**src/rtl/riscv_lsu_v2.sv**
```systemverilog
`default_nettype none
// +----------------------------------------------------------------------------+
// | Module      : riscv_lsu_v2                                                 |
// | Description : MEM-stage load/store unit with dcache req/ack handshake,     |
// |               CLINT timer decode and LR/SC reservation with timeout.       |
// | Revision    : 1.0                                                          |
// +----------------------------------------------------------------------------+
module riscv_lsu_v2 #(
   parameter int              XLEN          = 64,
   parameter logic [XLEN-1:0] CLINT         = XLEN'('h2000000),
   parameter int              NUM_HARTS     = 1,
   parameter int              RSV_GRAN_LOG2 = 3,
   parameter int              RSV_TIMEOUT   = 255,
   parameter int              CNT_W         = 8,
   localparam int             RSEL_W        = $clog2(NUM_HARTS + 1) + 1
) (
   input  logic              i_riscv_lsu_clk,
   input  logic              i_riscv_lsu_rst,
   input  logic              i_riscv_lsu_globstall,
   input  logic              i_riscv_lsu_valid,
   input  logic [XLEN-1:0]   i_riscv_lsu_address,
   input  logic [XLEN-1:0]   i_riscv_lsu_alu_result,
   input  logic [1:0]        i_riscv_lsu_lr,
   input  logic [1:0]        i_riscv_lsu_sc,
   input  logic              i_riscv_lsu_amo,
   input  logic              i_riscv_lsu_dcache_rden,
   input  logic              i_riscv_lsu_dcache_wren,
   input  logic              i_riscv_lsu_goto_trap,
   input  logic [1:0]        i_riscv_lsu_return_trap,
   input  logic              i_riscv_lsu_dcache_ack,
   output logic              o_riscv_lsu_dcache_rden,
   output logic              o_riscv_lsu_dcache_wren,
   output logic [XLEN-1:0]   o_riscv_lsu_phy_address,
   output logic [XLEN-1:0]   o_riscv_lsu_sc_rdvalue,
   output logic              o_riscv_lsu_timer_rden,
   output logic              o_riscv_lsu_timer_wren,
   output logic [RSEL_W-1:0] o_riscv_lsu_timer_regsel,
   output logic              o_riscv_lsu_busy,
   output logic              o_riscv_lsu_reserv_valid
);

   typedef enum logic [0:0] {
      ST_IDLE = 1'b0,
      ST_WAIT = 1'b1
   } state_e;

   state_e                    state_q;
   logic [XLEN-1:0]           addr_q;
   logic                      rd_q;
   logic                      wr_q;
   logic                      rsv_valid_q, rsv_valid_d;
   logic                      rsv_word_q, rsv_word_d;
   logic [XLEN-1:RSV_GRAN_LOG2] rsv_gran_q, rsv_gran_d;
   logic [CNT_W-1:0]          rsv_cnt_q, rsv_cnt_d;

   logic                      w_kill, w_go, w_multi;
   logic                      w_op_rd, w_op_wr, w_op_lr, w_op_sc, w_op_amo;
   logic [XLEN-1:0]           w_addr;
   logic [NUM_HARTS-1:0]      w_cmp_hit;
   logic [RSEL_W-1:0]         w_regsel;
   logic                      w_timer_hit;
   logic                      w_sc_ok, w_sc_fail;
   logic                      w_idle_rd, w_idle_wr, w_store_hit;

   assign w_kill  = i_riscv_lsu_goto_trap | (|i_riscv_lsu_return_trap);
   assign w_go    = i_riscv_lsu_valid & ~w_kill;

   // Ambiguous atomic selects suppress the access entirely.
   assign w_multi = (i_riscv_lsu_lr[1] & i_riscv_lsu_sc[1]) |
                    (i_riscv_lsu_lr[1] & i_riscv_lsu_amo)   |
                    (i_riscv_lsu_sc[1] & i_riscv_lsu_amo);

   assign w_op_rd  = ~w_multi & i_riscv_lsu_dcache_rden;
   assign w_op_wr  = ~w_multi & ~i_riscv_lsu_dcache_rden & i_riscv_lsu_dcache_wren;
   assign w_op_lr  = ~w_multi & ~i_riscv_lsu_dcache_rden & ~i_riscv_lsu_dcache_wren & i_riscv_lsu_lr[1];
   assign w_op_sc  = ~w_multi & ~i_riscv_lsu_dcache_rden & ~i_riscv_lsu_dcache_wren & i_riscv_lsu_sc[1];
   assign w_op_amo = ~w_multi & ~i_riscv_lsu_dcache_rden & ~i_riscv_lsu_dcache_wren & i_riscv_lsu_amo;

   assign w_addr = (i_riscv_lsu_dcache_rden | i_riscv_lsu_dcache_wren) ?
                   i_riscv_lsu_alu_result : i_riscv_lsu_address;

   for (genvar k = 0; k < NUM_HARTS; k++) begin : g_mtimecmp
      assign w_cmp_hit[k] = (w_addr == CLINT + XLEN'('h4000) + XLEN'(8 * k));
   end

   always_comb begin
      w_regsel = '0;
      if (w_addr == CLINT + XLEN'('hBFF8)) begin
         w_regsel = RSEL_W'(1);
      end
      for (int k = 0; k < NUM_HARTS; k++) begin
         if (w_cmp_hit[k]) begin
            w_regsel = RSEL_W'(k + 2);
         end
      end
   end

   assign w_timer_hit = (w_regsel != '0);

   assign w_sc_ok   = w_go & w_op_sc & rsv_valid_q &
                      (i_riscv_lsu_address[XLEN-1:RSV_GRAN_LOG2] == rsv_gran_q) &
                      (rsv_word_q == i_riscv_lsu_sc[0]);
   assign w_sc_fail = w_go & w_op_sc & ~w_sc_ok;

   assign w_idle_rd = w_go & ~w_timer_hit & (w_op_rd | w_op_lr | w_op_amo);
   assign w_idle_wr = w_go & ~w_timer_hit & (w_op_wr | w_op_amo | (w_op_sc & w_sc_ok));

   assign w_store_hit = w_go & (w_op_wr | w_op_amo) &
                        (w_addr[XLEN-1:RSV_GRAN_LOG2] == rsv_gran_q);

   always_comb begin
      rsv_valid_d = rsv_valid_q;
      rsv_word_d  = rsv_word_q;
      rsv_gran_d  = rsv_gran_q;
      rsv_cnt_d   = rsv_cnt_q;
      if ((state_q == ST_IDLE) && !i_riscv_lsu_globstall) begin
         if (w_kill) begin
            rsv_valid_d = 1'b0;
            rsv_cnt_d   = '0;
         end else if (w_go & w_op_lr) begin
            rsv_valid_d = 1'b1;
            rsv_word_d  = i_riscv_lsu_lr[0];
            rsv_gran_d  = i_riscv_lsu_address[XLEN-1:RSV_GRAN_LOG2];
            rsv_cnt_d   = CNT_W'(RSV_TIMEOUT);
         end else if ((w_go & w_op_sc) | w_store_hit) begin
            rsv_valid_d = 1'b0;
            rsv_cnt_d   = '0;
         end else if (rsv_valid_q) begin
            rsv_cnt_d = rsv_cnt_q - CNT_W'(1);
            if (rsv_cnt_q == CNT_W'(1)) begin
               rsv_valid_d = 1'b0;
            end
         end
      end
   end

   always_ff @(posedge i_riscv_lsu_clk or posedge i_riscv_lsu_rst) begin
      if (i_riscv_lsu_rst) begin
         state_q     <= ST_IDLE;
         addr_q      <= '0;
         rd_q        <= 1'b0;
         wr_q        <= 1'b0;
         rsv_valid_q <= 1'b0;
         rsv_word_q  <= 1'b0;
         rsv_gran_q  <= '0;
         rsv_cnt_q   <= '0;
      end else begin
         rsv_valid_q <= rsv_valid_d;
         rsv_word_q  <= rsv_word_d;
         rsv_gran_q  <= rsv_gran_d;
         rsv_cnt_q   <= rsv_cnt_d;
         case (state_q)
            ST_IDLE: begin
               if ((w_idle_rd | w_idle_wr) & ~i_riscv_lsu_dcache_ack) begin
                  state_q <= ST_WAIT;
                  addr_q  <= w_addr;
                  rd_q    <= w_idle_rd;
                  wr_q    <= w_idle_wr;
               end
            end
            ST_WAIT: begin
               if (i_riscv_lsu_dcache_ack) begin
                  state_q <= ST_IDLE;
                  rd_q    <= 1'b0;
                  wr_q    <= 1'b0;
               end
            end
            default: state_q <= ST_IDLE;
         endcase
      end
   end

   // Reset gates the combinational strobes so they drop without a clock edge.
   always_comb begin
      o_riscv_lsu_dcache_rden  = 1'b0;
      o_riscv_lsu_dcache_wren  = 1'b0;
      o_riscv_lsu_phy_address  = '0;
      o_riscv_lsu_sc_rdvalue   = '0;
      o_riscv_lsu_timer_rden   = 1'b0;
      o_riscv_lsu_timer_wren   = 1'b0;
      o_riscv_lsu_timer_regsel = '0;
      o_riscv_lsu_busy         = 1'b0;
      o_riscv_lsu_reserv_valid = 1'b0;
      if (!i_riscv_lsu_rst) begin
         o_riscv_lsu_reserv_valid = rsv_valid_q;
         if (state_q == ST_WAIT) begin
            o_riscv_lsu_dcache_rden = rd_q;
            o_riscv_lsu_dcache_wren = wr_q;
            o_riscv_lsu_phy_address = addr_q;
            o_riscv_lsu_busy        = 1'b1;
         end else begin
            o_riscv_lsu_dcache_rden = w_idle_rd;
            o_riscv_lsu_dcache_wren = w_idle_wr;
            o_riscv_lsu_phy_address = (w_idle_rd | w_idle_wr) ? w_addr : '0;
            o_riscv_lsu_busy        = (w_idle_rd | w_idle_wr) & ~i_riscv_lsu_dcache_ack;
            o_riscv_lsu_sc_rdvalue  = {{(XLEN-1){1'b0}}, w_sc_fail};
            if (w_go & w_timer_hit & (w_op_rd | w_op_wr)) begin
               o_riscv_lsu_timer_rden   = w_op_rd;
               o_riscv_lsu_timer_wren   = w_op_wr;
               o_riscv_lsu_timer_regsel = w_regsel;
            end
         end
      end
   end

endmodule
`default_nettype wire

```
**config.mk**
```make
export PLATFORM = sky130hd
export DESIGN_NAME = riscv_lsu_v2
export DESIGN_NICKNAME = d
export VERILOG_FILES = /design/src/rtl/riscv_lsu_v2.sv
export SDC_FILE = /design/constraint.sdc
export NUM_CORES = 1
export LEC_CHECK = 0
export BUFFER_PORTS_ARGS = -buffer_cell sky130_fd_sc_hd__buf_2
export CAP_MARGIN = 20
export CORE_MARGIN = 1
export CORE_UTILIZATION = 47
export CTS_CLUSTER_SIZE = 8
export DETAILED_ROUTE_END_ITERATION = 16
export GPL_TIMING_DRIVEN = 0
export PLACE_DENSITY = 0.7
export SLEW_MARGIN = 20
export SYNTH_ARGS = -nofsm -noshare
export SYNTH_HDL_FRONTEND = slang
export SYNTH_SLANG_ARGS = --single-unit
```
**constraint.sdc**
```tcl
create_clock -name i_riscv_lsu_clk -period 5.6 [get_ports i_riscv_lsu_clk]
set_clock_uncertainty 0.1 [all_clocks]
set_input_delay 0.28 -clock i_riscv_lsu_clk [delete_from_list [all_inputs] [get_ports i_riscv_lsu_clk]]
set_output_delay 0.28 -clock i_riscv_lsu_clk [all_outputs]
set_load 0.02 [all_outputs]
```
==> results of run 1 <==
==> area by class of cell <==
| type | count | area (sq um) |
|---|---|---|
| buffer | 132 | 781 |
| sequential | 138 | 3450 |
| multi-input combinational | 970 | 5770 |
| timing repair buffer | 222 | 1180 |
| tap | 275 | 344 |
| clock inverter | 15 | 174 |
| clock buffer | 17 | 425 |
| inverter | 78 | 300 |
| fill | 1968 | 8590 |
| antenna | 1 | 2.50 |
==> logic make-up after synthesis <==
logic type               after synthesis  synth area share, %
AO/OA/AOI/OAI                        282                 19.4
flip-flops                           138                 34.3
adder cells (fa/ha/maj)                2                0.249
other                                  1               0.0373
AND/OR/NAND/NOR                      508                 23.9
multiplexers                          72                 7.71
buffers and inverters                210                 10.7
XOR/XNOR                              43                 3.74
==> power by group through the flow <==
stage / clock, mW / sequential (mW) / combinational, mW
after floorplan: 0 / 1.18 / 0.370
after global placement: 0 / 1.19 / 0.599
final: 1.21 / 1.18 / 0.636
after detailed placement: 0 / 1.20 / 0.610
after CTS: 1.20 / 1.18 / 0.617
after global routing: 1.24 / 1.19 / 0.676
==> Yosys cell counts (16+ instances only) <==
cell type  instances
xnor2_1           16
mux2i_1           31
a22oi_1           64
nor2_1           114
buf_4             63
clkbuf_1          41
nor2b_1           23
nand2_1          215
nor4_1            36
nand2b_1          27
dfrtp_1          138
a21oi_1           49
o21ai_0           64
nand4_1           18
buf_2             21
xor2_1            27
mux2_2            40
inv_1             78
==> routing by layer <==
metal | track usage, % | up-vias | wire [microns]
li1 | - | 4920 | -
met1 | 59.6 | 5473 | 19200
met2 | 66.8 | 899 | 20900
met3 | 9.17 | 132 | 5570
met4 | 18.8 | 0 | 1990
met5 | 0 | - | 0
==> sequential cells by signal (all words and copies together), names as in the netlist <==
name and flops:
state_q 1, wr_q 1, rsv_word_q 1, rsv_valid_q 1, rsv_cnt_q 8, addr_q 64
rd_q 1, rsv_gran_q 61
==> how the worst max path moves through the flow <==
stage                                        to  slack, ns
floorplan                             addr_q[0]       1.14
global placement                   rsv_cnt_q[4]      -0.91
detailed placement   o_riscv_lsu_phy_address[5]       0.65
CTS                 o_riscv_lsu_phy_address[14]       0.32
global route        o_riscv_lsu_phy_address[14]       0.30
finish              o_riscv_lsu_phy_address[10]       0.34
==> critical path, delay by kind of cell <==
family                 cells  cell delay [ns]
AO/OA/AOI/OAI              3             1.71
AND/OR/NAND/NOR            5             1.45
buffers and inverters      4             1.42
==> stage by stage <==
step                setup TNS (ns)  setup WS (ns)
floorplan                        0           1.14
global placement           -124.40         -0.913
detailed placement               0          0.653
CTS                              0          0.321
global route                     0          0.301
finish                           0          0.341
==> placed cells by master, fill, tap and decap left out, drive strengths merged, types with 6 or more instances in the layout <==
master,instances
nand3,7
nor2b,23
o21ai,66
a31oi,12
buf,304
mux2,41
mux2i,31
nor4b,8
nand2b,27
o22ai,13
nor4,36
nand4,19
xnor2,16
inv,88
a21oi,49
a221oi,6
conb,63
o2111ai,12
nand2,215
dfrtp,138
clkbuf,58
a2111oi,12
xor2,27
and2,10
nor3,15
or3,9
dlygate4sd3,9
nor2,115
a22oi,64
==> out/summary.txt, run 1 <==
Reg power frac - 39.1%
initial antenna violation count - 1
fmax - 190 MHz
async set-or-reset flop fraction in the synthesized netlist - 100%
CTS Sinks - 138
pin count of the biggest net entering global routing - 86
launch point of the worst reg-to-reg path - rsv_word_q
worst skew pair latency - 0.44 ns
max incr delay on CP - 0.78 ns
Slew @ Worst Pin - 0.990 ns
Finished Cell Area - 12400 sq um
num ports - 279
R2R setup slack - 1.00 ns
Critical Path Fanout Max - 10
unrepaired setup endpoints after global routing - no
Gate Count Post-Synth - 1256
Clock transition at path regs - 0.08 ns
Non-Filler Instances - 1848
Die Area - 22000 sq um
Critical Path RT - 5.22 ns
DIE WIDTH - 148 microns
ys flop type - dfrtp_1
library cells used by synthesis - 72
hold depth - 3
worst rel slew slack - 32.3%
FP Rows - 53
Final #Nets - 1704
Tot GR Track Use - 43.7%
H-tree depth - 4
Hold Path End - rsv_gran_q[38]
critical path launch point - i_riscv_lsu_address[45]
Ys Warns - 0
Comb pwr share - 21.0%
Max VDD drop - 0.219 mV
top cells by area, synth - dfrtp_1 (34%), nand2_1 (8.0%), a22oi_1 (4.8%)
cell count after placement - 1806
CTS Buf Count - 17
min-delay src - i_riscv_lsu_address[38]
final hold slack - 0.0130 ns
First-pass DRT Iterations - 5
Sw Ratio - 34.3%
Root Driver - clkbuf_16
Synth-to-Final Area Change - 23.6%
CP cell instances - dlygate4sd3_1 -> buf_2 -> nor2b_1 -> a2111oi_0 -> nand4_1 -> nor4_1 -> nand4_1 -> a31oi_2 -> clkbuf_1 -> a22oi_1 -> nor2_1 -> buf_2
Tot Pwr - 3.03 mW
Tcrit/Tclk final - 93.9%
RePlAce Congestion - 1.07
initial core utilization - 47.8%
DRC - 0
Startpoint Class - input pin
placed cell areas - 11700 sq um
DRT Wirelength - 47600 microns
Clock Tree Buf Depth - 2
power share of the clock group - 39.9%
dpl hpwl - 37500 microns
total vias in the final route - 11400
post-synthesis sequential area ratio - 34.3%
Crit-path slowest cell - a2111oi_0
LEAKAGE - 6.10 nW
post-synth top area cell - dfrtp_1
Max Slew Vio Count - 0
PostCTS Resize Cnt - 0
via density per instance - 6.18
CTS tree - yes
R2R depth - 9
number of synthesized register bits - 138
grt ovf - 0
worst hold path type - input pin to flip-flop
Core ar. - 21000 sq um
Power Density - 244 nW/um^2
worst endpoint data arrival time - 4.88 ns
max_cap viols - 0
CP Class - input pin to output port
DRT iter0 DRCs - 1314
Sw Pwr - 1.04 mW
Setup Buffers After CTS - 0
min cycle time layout - 5.26 ns
hold_buf cts - 9
setup violators final - 0
Post-DRT Antenna Nets - 0
final hold vios - 0
Avg Cell Area, Syn - 8.01 sq um
EDFF count, synth - 0
CP endpoint kind - output port
first-pass GRT wire length - 68800 microns
vias in the first global route - 10500
share of layout cells above drive strength 1 - 24.7%
Post-Syn Area - 10100 sq um
status - completed
share of the synthesized area in the top cell type - 34.3%
DR WL/cell - 25.8 microns
Int Pwr - 1.99 mW
PortBufs - 212
post-layout util - 59.1%
Die Span Y - 148 microns
Worst R2R End - addr_q[19]
Power figures use the tool's default switching activity.
==> inputs of run 2 (changes only) <==
==> constraint.sdc (replaced) <==
create_clock -name i_riscv_lsu_clk -period 5.79 [get_ports i_riscv_lsu_clk]
set_clock_uncertainty 0.1 [all_clocks]
set_input_delay 0.2895 -clock i_riscv_lsu_clk [delete_from_list [all_inputs] [get_ports i_riscv_lsu_clk]]
set_output_delay 0.2895 -clock i_riscv_lsu_clk [all_outputs]
set_load 0.02 [all_outputs]
==> out/summary.txt, run 2 (synthesis results as in run 1) <==
worst rel slew slack - 33.8%
Biggest register - addr_q
share of layout cells above drive strength 1 - 24.8%
Die Area - 22000 sq um
max incr delay on CP - 0.84 ns
H-tree depth - 4
cell count after placement - 1806
Root Driver - clkbuf_16
Max VDD drop - 0.208 mV
cell with the most instances on the worst path - nand4_1
Clock transition at path regs - 0.08 ns
CP endpoint kind - output port
PortBufs - 212
worst endpoint data arrival time - 4.86 ns
status - completed
Final #Nets - 1698
CTS tree - yes
max_cap viols - 0
final hold vios - 0
FP Rows - 53
dpl hpwl - 37500 microns
Tot Pwr - 2.93 mW
Tot GR Track Use - 43.6%
PostCTS Resize Cnt - 0
min cycle time layout - 5.25 ns
min-delay src - i_riscv_lsu_address[48]
grt ovf - 0
RePlAce Congestion - 1.07
CTS Sinks - 138
unrepaired setup endpoints after global routing - no
largest registers - addr_q x64, rsv_gran_q x61, rsv_cnt_q x8
fmax - 190 MHz
DRT iter0 DRCs - 1327
total vias in the final route - 11300
Critical Path Fanout Max - 10
CP Class - flip-flop to output port
DR WL/cell - 25.8 microns
Startpoint Class - flip-flop
first-pass GRT wire length - 68700 microns
initial core utilization - 47.8%
worst hold path type - input pin to flip-flop
Max Slew Vio Count - 0
Post-DRT Antenna Nets - 0
critical path launch point - rsv_word_q
worst skew pair latency - 0.45 ns
pin count of the biggest net entering global routing - 86
CP cell instances - nor2b_1 -> a2111oi_0 -> nand4_1 -> nor4_1 -> nand4_1 -> a31oi_2 -> clkbuf_1 -> a22oi_1 -> nor2_1 -> buf_2
Critical Path RT - 5.40 ns
Core ar. - 21000 sq um
First-pass DRT Iterations - 8
Die Span Y - 148 microns
Slew @ Worst Pin - 0.968 ns
M1 GR Usage - 59.4%
DIE WIDTH - 148 microns
launch point of the worst reg-to-reg path - rsv_word_q
DRT Wirelength - 47500 microns
DRC - 0
via density per instance - 6.12
Power Density - 237 nW/um^2
most frequent cells in the layout - buf_2 (233), nand2_1 (215), dfrtp_1 (138)
max reg flops - 64
Non-Filler Instances - 1842
met3 Use GR - 9.39%
Top Usage Layer GRT - met2
Tcrit/Tclk final - 90.7%
Clock Tree Buf Depth - 2
Crit-path slowest cell - a2111oi_0
setup violators final - 0
vias in the first global route - 10500
LEAKAGE - 6.07 nW
most common cell after layout, fill and taps aside - buf_2
Synth-to-Final Area Change - 23.0%
num ports - 279
GR Util met2 - 66.6%
initial antenna violation count - 1
CTS Buf Count - 17
-- run 2: cell count changes in the layout (fill, tap and decap cells not counted), sizes merged --
| cell | previous run | this run |
|---|---|---|
| dlygate4sd3 | 9 | 3 |
-- run 2: timing repair --
item                                   in CTS  in global routing
buffers inserted                            0                  0
hold buffers                                3                  0
endpoints found under the hold margin       3                  0
-- run 2: stage by stage --
| stage | TNS (ns) | setup slack [ns] | hold WS, ns | utilization, % | area, sq um |
|---|---|---|---|---|---|
| 2_1_floorplan | 0 | 1.32 | 0.253 | - | 10300 |
| 3_3_place_gp | -99.49 | -0.732 | 0.389 | 55.6 | 11700 |
| 3_5_place_dp | 0 | 0.824 | 0.395 | 55.8 | 11700 |
| 4_1_cts | 0 | 0.503 | 0.000997 | 58.8 | 12400 |
| 5_1_grt | 0 | 0.510 | 0.0204 | 58.8 | 12400 |
| 6_report | 0 | 0.539 | 0.00475 | 58.8 | 12400 |
-- run 2: routing by layer --
metal	part of all wire [%]	up-vias
li1	-	4902
met1	41	5383
met2	44	856
met3	11	138
met4	4.4	0
met5	0	-
-- run 2: worst max-delay path: cells and delay by family, from the launching register on --
kind	cells	cell delay, ns
DFF	1	0.41
and+or+nand+nor	5	1.47
AOI/OAI and AO/OA	3	1.77
buffers and inverters	2	0.73
-- run 2: layout make-up --
| type | instances | area (sq um) |
|---|---|---|
| inverters | 78 | 300 |
| repair buffers | 216 | 1120 |
| multi-input cells | 970 | 5770 |
| flip-flops and latches | 138 | 3450 |
| diodes | 1 | 2.50 |
| well taps | 275 | 344 |
| clock buffers | 17 | 425 |
| clock inverters | 15 | 174 |
| fillers | 1976 | 8650 |
| plain buffers | 132 | 781 |
-- run 2: path summary, 6_finish.rpt --
check | cells past startpoint | slack, ns | endpoint
worst max-delay path | 10 | 0.54 | o_riscv_lsu_phy_address[10]
worst min-delay path | 3 | 0.005 | rsv_gran_q[48]
worst max register to register | 9 | 1.18 | addr_q[11]
worst min register to register | 1 | 0.41 | addr_q[0]
max in group asynchronous | 4 | 4.45 | rsv_gran_q[55]
min in group asynchronous | 3 | 0.42 | addr_q[59]
-- run 2: report_power, final --
group	switching [mW]	total [mW]	internal [mW]
Clock	0.549	1.17	0.620
Sequential	0.0646	1.14	1.08
Combinational	0.390	0.613	0.223
Total	1.00	2.93	1.92
